--- src/rtl/stream_demux.sv ---
// Registered 1-to-N stream demultiplexer with a one-entry valid/ready holding register per output port.
// Optional per-port transfer counters are enabled by defining STREAM_DEMUX_XFER_CNT_EN.
module stream_demux #(
    parameter int N_OUTPUTS = 2,
    parameter int DWIDTH    = 8,
    parameter int CNT_WIDTH = 16,
    localparam int SW       = (N_OUTPUTS > 1) ? $clog2(N_OUTPUTS) : 1
) (
    input  logic                 clk_i,
    input  logic                 rst_i,
    input  logic [DWIDTH-1:0]    in_data_i,
    input  logic [SW-1:0]        in_sel_i,
    input  logic                 in_valid_i,
    output logic                 in_ready_o,
    output logic [DWIDTH-1:0]    out_data_o [N_OUTPUTS],
    output logic [N_OUTPUTS-1:0] out_valid_o,
    input  logic [N_OUTPUTS-1:0] out_ready_i,
    output logic                 drop_err_o,
    output logic [CNT_WIDTH-1:0] xfer_cnt_o [N_OUTPUTS]
);

    logic [DWIDTH-1:0]    outData_q  [N_OUTPUTS];
    logic [DWIDTH-1:0]    outData_d  [N_OUTPUTS];
    logic [N_OUTPUTS-1:0] outValid_q;
    logic [N_OUTPUTS-1:0] outValid_d;
    logic                 dropErr_q;
    logic                 dropErr_d;

    logic [N_OUTPUTS-1:0] portFree;
    logic [N_OUTPUTS-1:0] portDone;
    logic                 selInRange;
    logic                 selFree;
    logic                 accept;

    // A slot can take a new beat if empty or being drained this same cycle.
    assign portFree   = ~outValid_q | out_ready_i;
    assign portDone   = outValid_q & out_ready_i;
    assign selInRange = ({1'b0, in_sel_i} < (SW + 1)'(N_OUTPUTS));

    always_comb begin
        selFree = 1'b0;
        for (int p = 0; p < N_OUTPUTS; p++) begin
            if (in_sel_i == SW'(p)) begin
                selFree = portFree[p];
            end
        end
    end

    // Out-of-range destinations are always accepted so they can be discarded.
    assign in_ready_o = selInRange ? selFree : 1'b1;
    assign accept     = in_valid_i && in_ready_o;

    always_comb begin
        outValid_d = outValid_q;
        outData_d  = outData_q;
        dropErr_d  = dropErr_q;
        for (int p = 0; p < N_OUTPUTS; p++) begin
            if (portDone[p]) begin
                outValid_d[p] = 1'b0;
            end
            if (accept && selInRange && (in_sel_i == SW'(p))) begin
                outValid_d[p] = 1'b1;
                outData_d[p]  = in_data_i;
            end
        end
        if (accept && !selInRange) begin
            dropErr_d = 1'b1;
        end
    end

    always_ff @(posedge clk_i) begin
        if (rst_i) begin
            outValid_q <= '0;
            dropErr_q  <= 1'b0;
            for (int p = 0; p < N_OUTPUTS; p++) begin
                outData_q[p] <= '0;
            end
        end else begin
            outValid_q <= outValid_d;
            dropErr_q  <= dropErr_d;
            for (int p = 0; p < N_OUTPUTS; p++) begin
                outData_q[p] <= outData_d[p];
            end
        end
    end

    assign out_data_o  = outData_q;
    assign out_valid_o = outValid_q;
    assign drop_err_o  = dropErr_q;

`ifdef STREAM_DEMUX_XFER_CNT_EN
    logic [CNT_WIDTH-1:0] xferCnt_q [N_OUTPUTS];
    logic [CNT_WIDTH-1:0] xferCnt_d [N_OUTPUTS];

    // Counters wrap naturally at the top of their range.
    always_comb begin
        for (int p = 0; p < N_OUTPUTS; p++) begin
            xferCnt_d[p] = xferCnt_q[p];
            if (portDone[p]) begin
                xferCnt_d[p] = xferCnt_q[p] + CNT_WIDTH'(1);
            end
        end
    end

    always_ff @(posedge clk_i) begin
        for (int p = 0; p < N_OUTPUTS; p++) begin
            if (rst_i) begin
                xferCnt_q[p] <= '0;
            end else begin
                xferCnt_q[p] <= xferCnt_d[p];
            end
        end
    end

    assign xfer_cnt_o = xferCnt_q;
`else
    always_comb begin
        for (int p = 0; p < N_OUTPUTS; p++) begin
            xfer_cnt_o[p] = '0;
        end
    end
`endif

`ifdef SVA_ON
    for (genvar g = 0; g < N_OUTPUTS; g++) begin : gSva
        assert property (@(posedge clk_i) disable iff (rst_i)
            ($past(outValid_q[g] && !out_ready_i[g]) && !$past(rst_i))
                |-> (outData_q[g] == $past(outData_q[g])));
        assert property (@(posedge clk_i) disable iff (rst_i)
            ($past(outValid_q[g] && !out_ready_i[g]) && !$past(rst_i))
                |-> outValid_q[g]);
    end
    assert property (@(posedge clk_i) in_valid_i |-> !$isunknown(in_ready_o));
`endif

endmodule

--- config.mk ---
export PLATFORM = sky130hd
export DESIGN_NAME = stream_demux
export DESIGN_NICKNAME = d
export VERILOG_FILES = /design/src/rtl/stream_demux.sv
export SDC_FILE = /design/constraint.sdc
export NUM_CORES = 1
export LEC_CHECK = 0
export CORE_MARGIN = 2
export CORE_UTILIZATION = 39
export CTS_CLUSTER_SIZE = 12
export DETAILED_ROUTE_END_ITERATION = 8
export GPL_ROUTABILITY_DRIVEN = 1
export PLACE_DENSITY_LB_ADDON = 0.12
export SLEW_MARGIN = 20
export SYNTH_ARGS = -nofsm -noshare
export SYNTH_HDL_FRONTEND = slang
export SYNTH_SLANG_ARGS = --single-unit
--- constraint.sdc ---
create_clock -name clk_i -period 2.7 [get_ports clk_i]
set_clock_uncertainty 0.15 [all_clocks]
set_input_delay 0.405 -clock clk_i [delete_from_list [all_inputs] [get_ports clk_i]]
set_output_delay 0.405 -clock clk_i [all_outputs]
set_load 0.03 [all_outputs]
==> metrics.yaml <==
synth:
  yosys_warnings: 0
  syn_avg_cell_area_um2: 9.84
  syn_area_um2: 1030
  synth_seq_cells: 18
  synthCells: 105
  synth.area.top_cells: "dfxtp_1 (35%), buf_4 (24%), mux2i_1 (15%)"
  synth_top_area_share_pct: 34.9
  synth_area_leader_cell: "dfxtp_1"
  ys_seq_area_share_pct: 34.9
  yosysUniqueCellTypes: 14
global_routing:
  antenna_found_initial: 0
  track_usage_pct: 11.0
  grt_pass1_vias: 638
  gr-usage-met1_pct: 11.7
  met3_usage_pct: 3.51
  grt_pass1_wl_um: 2710
  grt_overflow: 0
  grt_max_degree: 27
  top_usage_layer: "met2"
  met2_usage_pct: 19.6
power:
  p_total_uw: 595
  p_per_area_nw_per_um2: 474
  p_leak_uw: 0.000559
  ir_drop_uv: 222
sta:
  fmax_mhz: 407
  post-route-period-util_pct: 91.0
  setup_tns_ns: 0
  drv_slew: 0
  fin_hold_ws_ns: 0.326
  period_needed_ns: 2.46
  finalHoldViolCount: 0
  layout_setup_ws_ns: 0.243
  rsz0062_at_grt: "false"
  relSlewSlack_pct: 58.0
  worst_slew_pin_slew_ns: 0.628
  setup-violations-final: 0
route:
  drt_wl_total_um: 1610
  wl_per_cell_um: 9.76
  ant_nets: 0
  dr.pass1.iters: 4
  drtIter0Drc: 6
  drc: 0
  routed_via_density: 4.10
  num_vias: 676
place:
  pre_cts_ws_ns: 0.245
  hpwl_um: 1300
  place_congestion: 0.733
  port_buffers: 32
layout:
  final_nets: 151
  syn2layout_area_growth_pct: 21.5
  diodes: 0
  fillers: 240
  final_cell_mix: "conb_1 (33), clkdlybuf4s50_1 (32), nand2b_1 (24)"
  layout.cells.most_common: "conb_1"
  drive_above_1_share_pct: 5.19
setup_path:
  cp-end-kind: "primary output"
  crit_type: "input port to primary output"
  crit_fanout: 5
  worst_ep_arrival_time_ns: 1.90
  startpoint_type: "input port"
  cp_data_required_time_ns: 2.14
clock_network:
  cts_buffers: 3
  postCtsSetupRepairBufs: 0
  htreeDepth: 1
  cts_max_path_buffers: 2
  cts_sinks: 18
  ctsHoldBuffers: 0
  cts-resized-gates: 0
  cts_tree: "yes"
  clk_latency_ns: 0.28
  cts_root_buffer: "clkbuf_4"
  path_clk_slew_ns: 0.09
die:
  core_area_um2: 2500
  die_y_um: 55.5
  fp.dieArea_um2: 3080
  rows: 18
  ios: 66
  initial_utilization_pct: 41.3
  dieWidth_um: 55.5
min_path:
  hp-class: "register to register"
status:
  status: "finished, final reports clean"
run:
  drv_cap: 0
[per-layer routing]
| layer | wire (um) | vias to the layer above |
|---|---|---|
| li1 | - | 335 |
| met1 | 692 | 297 |
| met2 | 770 | 42 |
| met3 | 139 | 2 |
| met4 | 8 | 0 |
| met5 | 0 | - |
[registers in the layout (all words and copies together) (netlist names)]
| name | count |
|---|---|
| out_data_o | 16 |
| out_valid_o | 2 |
[cells in the mapped netlist (all sizes together)]
cell / n
clkbuf: 2
mux2: 1
and3: 1
buf: 35
conb: 1
nand2b: 26
nand3b: 1
dfxtp: 18
nand3: 1
and3b: 1
a21oi: 2
mux2i: 16
[critical path: stages]
cell and delay, ns:
clkdlybuf4s50_1 0.55, mux2_2 0.35, clkdlybuf4s50_1 0.59
[worst paths after layout]
check	startpoint	to	slack (ns)	depth (start not counted)
worst min-delay path	out_data_o[15]$_SDFFE_PP0P_	out_data_o[15]$_SDFFE_PP0P_	0.33	2
worst max register to register	out_valid_o[0]$_SDFFE_PP0P_	out_data_o[14]$_SDFFE_PP0P_	1.51	3
worst max-delay path	in_sel_i	in_ready_o	0.24	3
worst min register to register	out_data_o[15]$_SDFFE_PP0P_	out_data_o[15]$_SDFFE_PP0P_	0.33	2
[logic make-up after synthesis]
family | synth area share (%)
AO/OA/AOI/OAI | 0.969
buffers and inverters | 26.9
flip-flops | 34.9
multiplexers | 16.6
other | 0.363
AND/OR/NAND/NOR | 20.3
[layout make-up]
cell class | instances | area [um^2] | share of cell area (%)
clock buffers | 3 | 22.5 | 1.79
multi-input cells | 82 | 515 | 41.0
flip-flops and latches | 18 | 360 | 28.7
well taps | 30 | 37.5 | 2.99
repair buffers | 32 | 320 | 25.5
[stage by stage]
step                      std cells  utilization [%]  cell area [um^2]
after CTS                       165             50.3              1260
after global routing            165             50.3              1260
after detailed placement        162             49.3              1230
after floorplan                 137                -              1150
after global placement          162             49.3              1230
final                           165             50.3              1260
[report_power, final]
part / total (uW) / switching [uW] / internal (uW)
clock network: 128 / 76.3 / 51.7
logic: 180 / 118 / 61.7
registers: 287 / 7.81 / 280
total: 595 / 202 / 393
(Power assumes the default switching activity.)
